## src/rtl/alu_seq_if.sv

```systemverilog
// Operation request / result bundle for alu_seq.
// With ALU_SEQ_ACC_EN defined the request also carries acc_sel.
interface alu_seq_if #(parameter int WIDTH = 8);
    logic             in_valid;
    logic             in_ready;
    logic [WIDTH-1:0] op1;
    logic [WIDTH-1:0] op2;
    logic [2:0]       sel;
`ifdef ALU_SEQ_ACC_EN
    logic             acc_sel;
`endif
    logic [WIDTH-1:0] out;
    logic             co;
    logic             zf;
    logic             nf;
    logic             vf;
    logic             out_valid;

    modport master (
        output in_valid, op1, op2, sel,
`ifdef ALU_SEQ_ACC_EN
        output acc_sel,
`endif
        input  in_ready, out, co, zf, nf, vf, out_valid
    );

    modport slave (
        input  in_valid, op1, op2, sel,
`ifdef ALU_SEQ_ACC_EN
        input  acc_sel,
`endif
        output in_ready, out, co, zf, nf, vf, out_valid
    );
endinterface

```

## src/rtl/alu_seq.sv

```systemverilog
// Registered ALU with iterative one-bit-per-cycle shifts and registered C/Z/N/V flags.
// Optional ALU_SEQ_ACC_EN: acc_sel substitutes the last result for op1.
module alu_seq #(
    parameter int WIDTH = 8,
    parameter int SHW   = $clog2(WIDTH) + 1
) (
    input  logic     clk,
    input  logic     rst_n,
    alu_seq_if.slave bus
);
    typedef enum logic [2:0] {
        OP_ADD  = 3'b000,
        OP_ASHL = 3'b001,
        OP_XNOR = 3'b010,
        OP_DIV2 = 3'b011,
        OP_SUB  = 3'b100,
        OP_PASS = 3'b101,
        OP_NEG  = 3'b110,
        OP_SRA  = 3'b111
    } op_e;

    typedef enum logic {IDLE, SHIFT} state_e;

    typedef struct packed {
        logic [WIDTH-1:0] a;
        logic [WIDTH-1:0] b;
        op_e              op;
    } req_t;

    typedef struct packed {
        logic [WIDTH-1:0] r;
        logic             co;
        logic             vf;
    } rsp_t;

    state_e           state_q, state_d;
    logic [WIDTH-1:0] wrk_q, wrk_d;
    logic [SHW-1:0]   cnt_q, cnt_d;
    logic             is_sra_q, is_sra_d;
    logic             vacc_q, vacc_d;
    logic [WIDTH-1:0] out_q, out_d;
    logic             co_q, co_d, zf_q, zf_d, nf_q, nf_d, vf_q, vf_d;
    logic             vld_q, vld_d;

    req_t             req;
    logic             accept;
    logic             is_shift;
    logic [SHW-1:0]   n;
    logic [WIDTH:0]   sum, dif;
    rsp_t             sng, rsp;
    logic [WIDTH-1:0] sh_nxt;
    logic             sh_bit, sh_vf;
    logic             done;

    assign req.b  = bus.op2;
    assign req.op = op_e'(bus.sel);
`ifdef ALU_SEQ_ACC_EN
    // The accumulator is the registered result itself.
    assign req.a  = bus.acc_sel ? out_q : bus.op1;
`else
    assign req.a  = bus.op1;
`endif

    assign accept   = bus.in_valid && (state_q == IDLE);
    assign is_shift = (req.op == OP_ASHL) || (req.op == OP_SRA);
    assign n        = (32'(req.b) >= 32'(WIDTH)) ? SHW'(WIDTH) : SHW'(req.b);
    assign sum      = {1'b0, req.a} + {1'b0, req.b};
    assign dif      = {1'b0, req.a} - {1'b0, req.b};

    always_comb begin
        sng.r  = req.a;
        sng.co = 1'b0;
        sng.vf = 1'b0;
        case (req.op)
            OP_ADD: begin
                sng.r  = sum[WIDTH-1:0];
                sng.co = sum[WIDTH];
                sng.vf = (req.a[WIDTH-1] == req.b[WIDTH-1]) && (sum[WIDTH-1] != req.a[WIDTH-1]);
            end
            OP_SUB: begin
                // co is "no borrow", i.e. op1 >= op2 unsigned.
                sng.r  = dif[WIDTH-1:0];
                sng.co = ~dif[WIDTH];
                sng.vf = (req.a[WIDTH-1] != req.b[WIDTH-1]) && (dif[WIDTH-1] != req.a[WIDTH-1]);
            end
            OP_XNOR: sng.r = ~(req.a ^ req.b);
            OP_DIV2: begin
                sng.r  = {req.a[WIDTH-1], req.a[WIDTH-1:1]};
                sng.co = req.a[0];
            end
            OP_NEG:  sng.r = ~req.a + 1'b1;
            default: ;
        endcase
    end

    // One shift step on the working register; vf records any sign change.
    always_comb begin
        if (is_sra_q) begin
            sh_nxt = {wrk_q[WIDTH-1], wrk_q[WIDTH-1:1]};
            sh_bit = wrk_q[0];
            sh_vf  = 1'b0;
        end else begin
            sh_nxt = {wrk_q[WIDTH-2:0], 1'b0};
            sh_bit = wrk_q[WIDTH-1];
            sh_vf  = wrk_q[WIDTH-1] ^ wrk_q[WIDTH-2];
        end
    end

    always_comb begin
        state_d  = state_q;
        wrk_d    = wrk_q;
        cnt_d    = cnt_q;
        is_sra_d = is_sra_q;
        vacc_d   = vacc_q;
        done     = 1'b0;
        rsp      = sng;
        case (state_q)
            IDLE: begin
                if (accept) begin
                    if (is_shift && (n != '0)) begin
                        state_d  = SHIFT;
                        wrk_d    = req.a;
                        cnt_d    = n;
                        is_sra_d = (req.op == OP_SRA);
                        vacc_d   = 1'b0;
                    end else begin
                        done = 1'b1;
                    end
                end
            end
            SHIFT: begin
                wrk_d  = sh_nxt;
                cnt_d  = cnt_q - SHW'(1);
                vacc_d = vacc_q | sh_vf;
                if (cnt_q == SHW'(1)) begin
                    state_d = IDLE;
                    done    = 1'b1;
                    rsp.r   = sh_nxt;
                    rsp.co  = sh_bit;
                    rsp.vf  = vacc_q | sh_vf;
                end
            end
            default: state_d = IDLE;
        endcase

        out_d = done ? rsp.r : out_q;
        co_d  = done ? rsp.co : co_q;
        vf_d  = done ? rsp.vf : vf_q;
        zf_d  = done ? (rsp.r == '0) : zf_q;
        nf_d  = done ? rsp.r[WIDTH-1] : nf_q;
        vld_d = done;
    end

    always_ff @(posedge clk or negedge rst_n) begin
        if (!rst_n) begin
            state_q  <= IDLE;
            wrk_q    <= '0;
            cnt_q    <= '0;
            is_sra_q <= 1'b0;
            vacc_q   <= 1'b0;
            out_q    <= '0;
            co_q     <= 1'b0;
            zf_q     <= 1'b1;
            nf_q     <= 1'b0;
            vf_q     <= 1'b0;
            vld_q    <= 1'b0;
        end else begin
            state_q  <= state_d;
            wrk_q    <= wrk_d;
            cnt_q    <= cnt_d;
            is_sra_q <= is_sra_d;
            vacc_q   <= vacc_d;
            out_q    <= out_d;
            co_q     <= co_d;
            zf_q     <= zf_d;
            nf_q     <= nf_d;
            vf_q     <= vf_d;
            vld_q    <= vld_d;
        end
    end

    assign bus.in_ready  = (state_q == IDLE);
    assign bus.out       = out_q;
    assign bus.co        = co_q;
    assign bus.zf        = zf_q;
    assign bus.nf        = nf_q;
    assign bus.vf        = vf_q;
    assign bus.out_valid = vld_q;
endmodule
```

## src/flat_wrapper.sv

```systemverilog
// flat-port wrapper written by rule: the top's interface ports become plain ports
module alu_seq_flat 
#(
    parameter int WIDTH = 8,
    parameter int SHW   = $clog2(WIDTH) + 1
)
  (clk, rst_n, bus_in_valid, bus_op1, bus_op2, bus_sel, bus_in_ready, bus_out, bus_co, bus_zf, bus_nf, bus_vf, bus_out_valid);
  alu_seq_if #(.WIDTH(WIDTH)) bus_i ();
  input  logic clk;
  input  logic rst_n;
  input wire logic [$bits(bus_i.in_valid)-1:0] bus_in_valid;
  input wire logic [$bits(bus_i.op1)-1:0] bus_op1;
  input wire logic [$bits(bus_i.op2)-1:0] bus_op2;
  input wire logic [$bits(bus_i.sel)-1:0] bus_sel;
  output wire logic [$bits(bus_i.in_ready)-1:0] bus_in_ready;
  output wire logic [$bits(bus_i.out)-1:0] bus_out;
  output wire logic [$bits(bus_i.co)-1:0] bus_co;
  output wire logic [$bits(bus_i.zf)-1:0] bus_zf;
  output wire logic [$bits(bus_i.nf)-1:0] bus_nf;
  output wire logic [$bits(bus_i.vf)-1:0] bus_vf;
  output wire logic [$bits(bus_i.out_valid)-1:0] bus_out_valid;
  assign bus_i.in_valid = bus_in_valid;
  assign bus_i.op1 = bus_op1;
  assign bus_i.op2 = bus_op2;
  assign bus_i.sel = bus_sel;
  assign bus_in_ready = bus_i.in_ready;
  assign bus_out = bus_i.out;
  assign bus_co = bus_i.co;
  assign bus_zf = bus_i.zf;
  assign bus_nf = bus_i.nf;
  assign bus_vf = bus_i.vf;
  assign bus_out_valid = bus_i.out_valid;
  alu_seq #(.WIDTH(WIDTH), .SHW(SHW)) u_core (.clk(clk), .rst_n(rst_n), .bus(bus_i));
endmodule
```

## config.mk

```make
export PLATFORM = sky130hd
export DESIGN_NAME = alu_seq_flat
export DESIGN_NICKNAME = d
export VERILOG_FILES = /design/src/rtl/alu_seq_if.sv /design/src/rtl/alu_seq.sv /design/src/flat_wrapper.sv
export SDC_FILE = /design/constraint.sdc
export NUM_CORES = 1
export LEC_CHECK = 0
export ABC_AREA = 1
export ABC_CLOCK_PERIOD_IN_PS = 2840
export CORE_MARGIN = 1.5
export CORE_UTILIZATION = 50
export DETAILED_ROUTE_END_ITERATION = 8
export PLACE_DENSITY = 0.78
export SLEW_MARGIN = 25
export SYNTH_ARGS = -nofsm -noshare
export SYNTH_HDL_FRONTEND = slang
export SYNTH_SLANG_ARGS = --single-unit
```

## constraint.sdc

```tcl
create_clock -name clk -period 2.84 [get_ports clk]
set_input_delay 0.568 -clock clk [delete_from_list [all_inputs] [get_ports clk]]
set_output_delay 0.568 -clock clk [all_outputs]
set_load 0.01 [all_outputs]
```

# --- Word level (Yosys, flattened, before mapping) ---
# Cells that the tools add are included.
classes:
  addsub: 4
  magnitude_cmp: 1
  n_eq_ne: 13
  muxes: 26
  bitwise: 7
  reduce_logical: 10
op_table:
  columns: ["op", "count"]
  rows:
  - ["one-hot mux 8 bit (5 select lines)", 1]
  - ["2-to-1 mux 8 bit", 3]
  - ["2-to-1 mux 10 bit", 2]
  - ["inverter 8 bit", 2]
  - ["one-hot mux 8 bit (2 select lines)", 1]
  - ["2-to-1 mux 4 bit", 3]
  - ["2-to-1 mux 1 bit", 10]
  - ["adder 8 x 8 -> 9 bit", 1]
  - ["== test 3 bit (second input constant)", 3]
  - ["subtractor 8 x 8 -> 9 bit", 1]
  - ["adder 8 x 1 -> 8 bit (second input constant)", 1]
  - ["greater-or-equal comparator 8 x 4 -> 1 bit (second input constant)", 1]
  - ["zero test 8 bit", 1]
  - ["one-hot mux 1 bit (2 select lines)", 4]
  - ["one-hot mux 4 bit (2 select lines)", 1]
  - ["XOR 8 bit", 1]
  - ["== test 3 x 2 -> 1 bit (second input constant)", 2]
  - ["== test 4 x 1 -> 1 bit (second input constant)", 1]
  - ["logical AND 1 bit", 4]
  - ["inequality test 2 x 1 -> 1 bit (second input constant)", 2]
  - ["nonzero test 4 bit", 1]
  - ["subtractor 4 x 1 -> 4 bit (second input constant)", 1]
  - ["== test 3 x 1 -> 1 bit (second input constant)", 1]
  - ["zero test 3 bit", 1]
  - ["other kinds (9)", 12]
word_totals:
  ff_bits: 28

# --- Logic depth before layout (Yosys ltp) ---
# Gate-level depths: netlist of run 1.
logic_depth:
  word_depth: 7
  mapped_depth: 18
  mapped_depth_nobuf: 17

# --- Worst setup path after synthesis of run 1 ---
# Ideal clock, no wire load.
synth_path:
  path_kind: "input -> register"
  from: "input port bus_op1[0]"
  to: "register u_core.zf_q (netlist: u_core.bus.zf)"
  setup_time_ns: 0.060
  arrival_ns: 2.162
  setup_slack_ns: 0.618
  stages: 17
  cell_sequence: "inv_1 -> ha_1 -> inv_1 -> fa_1 -> inv_1 -> nand2_1 -> nand2_1 -> nor2_1 -> nor2_2 -> nand3_1 -> a21oi_2 -> nand2_1 -> nor2_1 -> nand2_1 -> nor2_1 -> nand3_1 -> nand2_1"
synth_via:
  elab_chain_cells: 6
  elab_cells_between_ends: 10
  cone_classes: "3 x add/sub; 3 x mux; 3 x bitwise; 1 x reduce/logical"
synth_rtl:
  columns: ["item", "line", "rtl"]
  rows:
  - ["from (decl)", "flat_wrapper.sv:12", "input wire logic [$bits(bus_i.op1)-1:0] bus_op1;"]
  - ["inverter 8 bit / XOR 8 bit (equally long branches)", "alu_seq.sv:91, alu_seq.sv:86", null]
  - ["adder 8 x 1 -> 8 bit / inverter 8 bit (equally long branches)", "alu_seq.sv:91, alu_seq.sv:86", null]
  - ["one-hot mux 8 bit (5 select lines) (*)", "alu_seq.sv:74", "case (req.op)"]
  - ["2-to-1 mux 10 bit", "alu_seq.sv:135", "if (cnt_q == SHW'(1)) begin"]
  - ["2-to-1 mux 10 bit (*)", "alu_seq.sv:117", "case (state_q)"]
  - ["zero test 8 bit (*)", "alu_seq.sv:149", "zf_d = done ? (rsp.r == '0) : zf_q;"]
  - ["to (signal assigned)", "alu_seq.sv:175", "zf_q <= zf_d;"]
  - ["to (decl)", "alu_seq.sv:42", "logic co_q, co_d, zf_q, zf_d, nf_q, nf_d, vf_q, vf_d;"]
# Mark *: on every way between the ends. The rest lies on a longest branch, timed or not.
# A chain may end at the register's enable or synchronous reset.

# --- Worst setup path after layout of run 1 ---
# Same ends and word-level chain as after synthesis.

==> results by group, run 1 <==
Critical path
  • CP Launch Type: primary input
  • Critical path fanouts, max: 4
  • Max stage delay cell, worst path: clkdlybuf4s50_1
  • CP Capture Type: flip-flop
  • Crit path largest cell delay: 0.47 ns
  • FF-to-FF Start: u_core.cnt_q[1]$_DFFE_PN0P_
  • CP Cell Sequence: clkdlybuf4s50_1, inv_1, ha_1, inv_1, fa_2, inv_1, nand2_1, nand2_1, nor2_1, nor2_2, nand3_1, a21oi_2, nand2_1, nor2_1, nand2_1, nor2_1, nand3_1, nand2_1
  • CP most frequent cell: nand2_1
  • R2r setup slk: 0.28 ns
  • Critical path arrival: 2.81 ns
  • Reg2Reg Depth: 13
  • WP data required: approximately 3.1 ns
  • CP Class: primary input to flip-flop
  • Reg-to-Reg End: u_core.bus.zf$_DFFE_PN1P_

Synth
  • Post-synthesis sequential area ratio: between 20% and 30%
  • Ys Warns: 0
  • Synth Instances: 436
  • Synth Net Count: 480
  • Ranking of synthesized cells by area: dfrtp_1 (24%), nand2_1 (16%), ha_1 (9.2%)
  • Yosys top cell by area: dfrtp_1
  • Synthesized area: 2720 µm²
  • Unique cell type count in the Yosys netlist: 35
  • Synthesized area per cell: 6.25 µm²
  • Yosys reg bits: 27
  • Top-area cell type share of the netlist area: 23.9%

Die
  • Core area: between 5000 and 6000 µm²
  • Placement Rows: 26
  • Initial Utilization: 52.7%
  • Die Y: 76.8 µm
  • I/O pin cnt: 36
  • Die Wd: 76.8 µm
  • Die ar.: 5900 µm²

Place
  • Placed cell area: 3290 µm²
  • Final HPWL from detailed placement: between 6000 and 7000 µm
  • Dpl ws: -0.0786 ns
  • Placed Cells incl. Taps: 556
  • IO Port Bufs: 35
  • GPL Wtd Cong: roughly 0.99

STA
  • Clock skew: 0.00610 ns
  • RSZ-0062 raised after global routing: no
  • Tmin final: between 2 and 3 ns
  • Max-slew violations: 0
  • Final worst setup slack: 0.256 ns
  • Worst Max-Slew Pin Slew: between 0.5 and 0.6 ns
  • Tcrit/Tclk final: 91.0%
  • Slew HR: 62.4%
  • Final hold violation count: 0
  • Final setup viols: 0
  • Peak Freq: 387 MHz

CTS
  • CTS tree: yes
  • Maximum level of the CTS H-tree: 1
  • CTS Buffer Depth: 2
  • Worst-Skew Late Latency: 0.27 ns
  • Worst-path clk slew: 0.09 ns
  • Post-CTS Setup Inserts: 0
  • Cts bufs inserted: 3
  • Clock sink count: 27
  • Clock root buffer: clkbuf_8

Pwr
  • Power per Cell Area: 598 nW/µm²
  • VDD IR-drop max: between 0.2 and 0.3 mV
  • NetSw: 0.000856 W
  • Sw Ratio: between 40 and 50%
  • Combinational share of power: between 50% and 60%
  • Internal: ~0.0011 W
  • LEAKAGE: 1.71 nW
  • Clock power frac: about 11%
  • Reg power frac: 34.6%

Cells and area
  • Layout cells sized above 1: 9.59%
  • Final Cell Area: 3340 µm²
  • NumNets Final: 535
  • # diodes: 0
  • Finished Layout Cells: 560
  • Area growth from synthesis to layout: 22.8%

Global route
  • Number of global-route vias before repair: 2,973
  • GR Overflow Total: 0
  • Global-route wire length before repair: 13,100 µm
  • Pin count of the biggest net entering global routing: 28
  • Initial antenna violation count: 0
  • Global router's overall resource usage: 26.9%

Routing
  • Vias per cell: approximately 5.4
  • 1st-iter DRT viols: 151
  • WL/cell: approximately 13 µm
  • Antenna viol nets, final: 0
  • Pre-antenna DRT Iters: 5
  • DR DRC count: 0
  • Total wire length: 7390 µm
  • Routed vias: 3,027

Worst hold path
  • Worst Hold Class: flip-flop to flip-flop
  • Worst hold path startpoint: u_core.bus.zf$_DFFE_PN1P_
  • Hold Path Depth: 2
  • Hold Path End: u_core.bus.zf$_DFFE_PN1P_

Run
  • Max Cap Violations: 0

Status
  • Status: completed
-- power groups by stage --
stage / clock, W / sequential, W / combinational (W)
after floorplan: 0 / 0.000682 / 0.000668
after global placement: 0 / 0.000688 / 0.00106
after detailed placement: 0 / 0.000696 / 0.00108
after CTS: 0.000217 / 0.000689 / 0.00108
after global routing: 0.000233 / 0.000719 / 0.00123
final: 0.000215 / 0.000692 / 0.00109
-- cells in the final DEF, fill, tap and decap left out, types with 2 or more instances in the layout --
cell | netlist | layout
a21oi_1 | 21 | 21
buf_4 | 2 | 26
clkbuf_8 | 0 | 3
nand4_1 | 7 | 7
o221ai_1 | 7 | 7
ha_1 | 20 | 20
inv_1 | 59 | 59
fa_2 | 0 | 2
clkdlybuf4s50_1 | 0 | 35
nand2_1 | 119 | 119
xor2_1 | 2 | 2
o21ai_0 | 30 | 30
nor3_1 | 3 | 3
nand3b_1 | 3 | 3
nand3_1 | 42 | 42
nor2_2 | 3 | 3
a31oi_1 | 5 | 5
inv_2 | 3 | 3
nor2_1 | 54 | 54
dfrtp_1 | 26 | 26
or2_2 | 3 | 3
o211ai_1 | 3 | 3
nand2_4 | 2 | 2
-- how the worst max path moves through the flow --
stage	from	end	slack [ns]	cells after the start
after floorplan	bus_op1[0]	u_core.bus.zf$_DFFE_PN1P_	0.62	17
after global placement	bus_op1[0]	u_core.bus.zf$_DFFE_PN1P_	-0.02	18
after detailed placement	bus_op1[0]	u_core.bus.zf$_DFFE_PN1P_	-0.08	18
after CTS	bus_op1[0]	u_core.bus.zf$_DFFE_PN1P_	0.20	18
after global routing	bus_op1[0]	u_core.bus.zf$_DFFE_PN1P_	0.01	18
final	bus_op1[0]	u_core.bus.zf$_DFFE_PN1P_	0.26	18
-- cells by family after synthesis --
group                    after synthesis  share of synthesized area (%)
AND/OR/NAND/NOR                      240                           37.9
buffers and inverters                 74                           11.0
AO/OA/AOI/OAI                         71                           15.0
adder cells (fa/ha/maj)               22                           10.7
flip-flops                            27                           24.9
XOR/XNOR                               2                          0.643
-- registers in the layout, summed over array words and instances, names as in the netlist --
signal,cells
u_core.bus.out,7
u_core.bus.vf,1
u_core.bus.co,1
u_core.bus.nf,1
u_core.bus.out_valid,1
u_core.vacc_q,1
u_core.bus.zf,1
u_core.is_sra_q,1
u_core.cnt_q,4
u_core.state_q,1
u_core.wrk_q,8
-- layer usage --
layer  GRT usage [%]  vias to the layer above  wire length, µm  part of all wire (%)
met4            12.8                        0              269                   3.6
met5               0                        -                0                     0
met1            33.5                     1347             3190                    43
li1                -                     1522                -                     -
met3            3.45                       20              474                   6.4
met2            45.9                      138             3460                    47
-- cell type report --
cell class / instances / area, µm²
tap: 70 / 87.6
multi-input combinational: 335 / 1750
clock inverter: 1 / 5.00
fill: 489 / 1830
sequential: 27 / 677
clock buffer: 3 / 41.3
inverter: 63 / 236
timing repair buffer: 61 / 546
-- worst max-delay path, delay by kind of cell --
| family | cells | cell delay, ns |
|---|---|---|
| buf+inv | 4 | 0.69 |
| simple gates | 11 | 0.83 |
| compound gates | 1 | 0.18 |
| fa+ha+maj | 2 | 0.51 |
-- cell usage after synthesis, drive strengths merged --
cell	instances
o221ai	7
buf	9
a21oi	22
o21ai	31
fa	2
or2	3
inv	62
nor3b	1
xor2	2
nor3	3
ha	20
nor4	1
nor2	57
nand4	7
a31oi	5
a22o	1
nand3	43
a21o	1
clkinv	1
nand3b	3
dfstp	1
o21bai	1
clkbuf	2
o211ai	3
nand2	122
dfrtp	26
-- stage by stage --
stage,hold WS (ns),TNS (ns),power (W),utilization (%)
floorplan,0.272,0,0.00135,-
global placement,0.458,-0.0168,0.00175,63.7
detailed placement,0.467,-0.0786,0.00178,63.7
CTS,0.483,0,0.00199,64.6
global route,0.515,0,0.00219,64.7
finish,0.483,0,0.00200,64.7
-- timing repair --
action / in CTS / in global routing
setup endpoints to repair: 0 / 1
hold buffers: 0 / 0
resized for setup: 0 / 2
Power figures use the tool's default switching activity.
==> run 2, diff against run 1 <==
Settings changed: RECOVER_POWER set to 50.
==> results by group, run 2 (synthesized netlist as in run 1, its figures left out) <==
Pwr
  • VDD IR-drop max: 0.295 mV (about the same)
  • LEAKAGE: 1.71 nW (+0.20%)
  • Power per Cell Area: 593 nW/µm² (-0.95%)

Critical path
  • CP Class: primary input to flip-flop
  • Critical path fanouts, max: 4 (unchanged)
  • Critical path arrival: 2.80 ns (about the same)
  • CP Capture Type: flip-flop
  • Family with the most delay on the worst path: simple AND/OR/NAND/NOR gates
  • CP most frequent cell: nand2_1
  • WP data required: 3.06 ns (about the same)
  • Crit path largest cell delay: 0.47 ns (about the same)
  • Max stage delay cell, worst path: clkdlybuf4s50_1
  • CP Launch Type: primary input
  • CP Cell Sequence: clkdlybuf4s50_1, inv_1, ha_1, inv_1, fa_2, inv_1, nand2_1, nand2_1, nor2_1, nor2_2, nand3_1, a21oi_2, nand2_1, nor2_1, nand2_1, nor2_1, nand3_1, nand2_1
  • Buf+Inv Stages, Crit Path: 4 (unchanged)

Cells and area
  • Max FFs per register: 8 (unchanged)
  • Commonest non-fill, non-tap cell in the layout: nand2_1
  • Final Cell Area: 3340 µm² (-0.11%)
  • Area growth from synthesis to layout: 22.6%
  • Top reg by flops: u_core.wrk_q
  • Multi-input gate area: 1750 µm² (unchanged)
  • Fillers: 491 (+0.41%)
  • Register area: 677 µm² (unchanged)
  • NumNets Final: 535 (unchanged)
  • Most frequent cells in the layout: nand2_1 (119), inv_1 (59), nor2_1 (54), nand3_1 (42), o21ai_0 (30)
  • Layout cells sized above 1: 9.39% (-0.20 points)
  • # diodes: 0 (unchanged)
  • Finished Layout Cells: 560 (unchanged)

STA
  • Peak Freq: 388 MHz (+0.28%)
  • Clock skew: 0.00678 ns (+0.000673 ns)
  • Worst Max-Slew Pin Slew: 1.42 ns (+0.853 ns)
  • RSZ-0062 raised after global routing: no
  • Tcrit/Tclk final: 90.7% (-0.26 points)
  • Final hold violation count: 0 (unchanged)
  • Max-slew violations: 0 (unchanged)
  • Final setup viols: 0 (unchanged)
  • Tmin final: 2.58 ns (-0.00726 ns)
  • Slew HR: 5.62% (-57 points)

Routing
  • 1st-iter DRT viols: 141 (-6.6%)
  • Pre-antenna DRT Iters: 5 (unchanged)
  • Top Layer Used: met4
  • WL/cell: 13.3 µm (+0.68%)
  • Vias per cell: 5.35 (-1.1%)
  • Routed vias: 2,994 (-1.1%)
  • Antenna viol nets, final: 0 (unchanged)
  • DR WL met2: 3530 µm (+2.1%)
  • DR WL met3: 341 µm (-28%)
  • Met1 wire length: 3300 µm (+3.3%)
  • Total wire length: 7440 µm (+0.68%)
  • DR DRC count: 0 (unchanged)

Place
  • Placed cell area: 3290 µm² (unchanged)
  • IO Port Bufs: 35 (unchanged)
  • GPL Wtd Cong: 0.986 (unchanged)
  • Final HPWL from detailed placement: 6010 µm (unchanged)
  • Placed Cells incl. Taps: 556 (unchanged)

CTS
  • Clock root buffer: clkbuf_8
  • Maximum level of the CTS H-tree: 1 (unchanged)
  • Cts bufs inserted: 3 (unchanged)
  • Worst-Skew Late Latency: 0.27 ns (about the same)
  • Clock sink count: 27 (unchanged)
  • Worst-path clk slew: 0.09 ns (about the same)
  • CTS Buffer Depth: 2 (unchanged)
  • CTS tree: yes

Global route
  • Pin count of the biggest net entering global routing: 28 (unchanged)
  • Number of global-route vias before repair: 2,973 (unchanged)
  • GR Overflow Total: 0 (unchanged)
  • Initial antenna violation count: 0 (unchanged)
  • Global-route wire length before repair: 13,100 µm (unchanged)
  • Global router's overall resource usage: 26.9% (unchanged)

Die
  • Die Wd: 76.8 µm (unchanged)
  • Placement Rows: 26 (unchanged)
  • Core area: 5170 µm² (unchanged)
  • Die Y: 76.8 µm (unchanged)
  • Die ar.: 5900 µm² (unchanged)
  • I/O pin cnt: 36 (unchanged)
  • Initial Utilization: 52.7% (unchanged)

Status
  • Status: completed

Run
  • Max Cap Violations: 0 (unchanged)

Worst hold path
  • Worst Hold Class: flip-flop to flip-flop
run 2: cell types whose count changed in the layout (fill, tap and decap cells not counted):
cell	previous run	this run
buf_4	26	25
clkbuf_1	0	1
clkdlybuf4s50_1	35	27
dlygate4sd3_1	0	8
run 2: final timing paths:
check | cells after the start | from | end | slack [ns]
min in group asynchronous | 2 | rst_n | u_core.bus.out[0]$_DFFE_PN0P_ | 1.15
max in group asynchronous | 2 | rst_n | u_core.cnt_q[1]$_DFFE_PN0P_ | 0.86
max reg2reg | 13 | u_core.cnt_q[1]$_DFFE_PN0P_ | u_core.bus.zf$_DFFE_PN1P_ | 0.28
min reg2reg | 2 | u_core.bus.co$_DFFE_PN0P_ | u_core.bus.co$_DFFE_PN0P_ | 0.48
min | 2 | u_core.bus.co$_DFFE_PN0P_ | u_core.bus.co$_DFFE_PN0P_ | 0.48
max | 18 | bus_op1[0] | u_core.bus.zf$_DFFE_PN1P_ | 0.26
run 2: cell type report:
cell class                 count  area share, %
timing repair buffer          61           16.2
sequential                    27           20.3
clock buffer                   3           1.24
clock inverter                 1          0.150
inverter                      63           7.08
multi-input combinational    335           52.4
tap                           70           2.62
run 2: timing repair:
action / CTS / global route
setup buffers: 0 / 0
endpoints found under the hold margin: 0 / 0
gates resized for setup: 0 / 2
setup endpoints to repair: 0 / 1
hold buffers: 0 / 0
run 2: where the power goes:
group	switching (W)	total, W	internal (W)
Clock	0.000116	0.000214	0.0000983
Combinational	0.000602	0.00108	0.000475
Sequential	0.000135	0.000688	0.000553
run 2: metal layers:
| metal | vias up | global-route usage, % |
|---|---|---|
| met1 | 1342 | 33.5 |
| met4 | 0 | 12.8 |
| met2 | 107 | 45.9 |
| met5 | - | 0 |
| met3 | 22 | 3.45 |
| li1 | 1523 | - |
run 2: metrics by stage:
| stage | util (%) | total power [W] | hold WS (ns) | TNS (ns) | setup WS [ns] |
|---|---|---|---|---|---|
| 2_1_floorplan | - | 0.00135 | 0.272 | 0 | 0.618 |
| 3_3_place_gp | 63.7 | 0.00175 | 0.458 | -0.0168 | -0.0168 |
| 3_5_place_dp | 63.7 | 0.00178 | 0.467 | -0.0786 | -0.0786 |
| 4_1_cts | 64.6 | 0.00199 | 0.483 | 0 | 0.204 |
| 5_1_grt | 64.6 | 0.00217 | 0.510 | 0 | 0.0128 |
| 6_report | 64.6 | 0.00198 | 0.483 | 0 | 0.263 |
run 2: worst register-to-register path: cells and delay by family (launching register included):
| family | cells | cell delay, ns |
|---|---|---|
| adder cells (fa/ha/maj) | 1 | 0.14 |
| AND/OR/NAND/NOR | 11 | 1.88 |
| flip-flops | 1 | 0.40 |
| buffers and inverters | 1 | 0.09 |
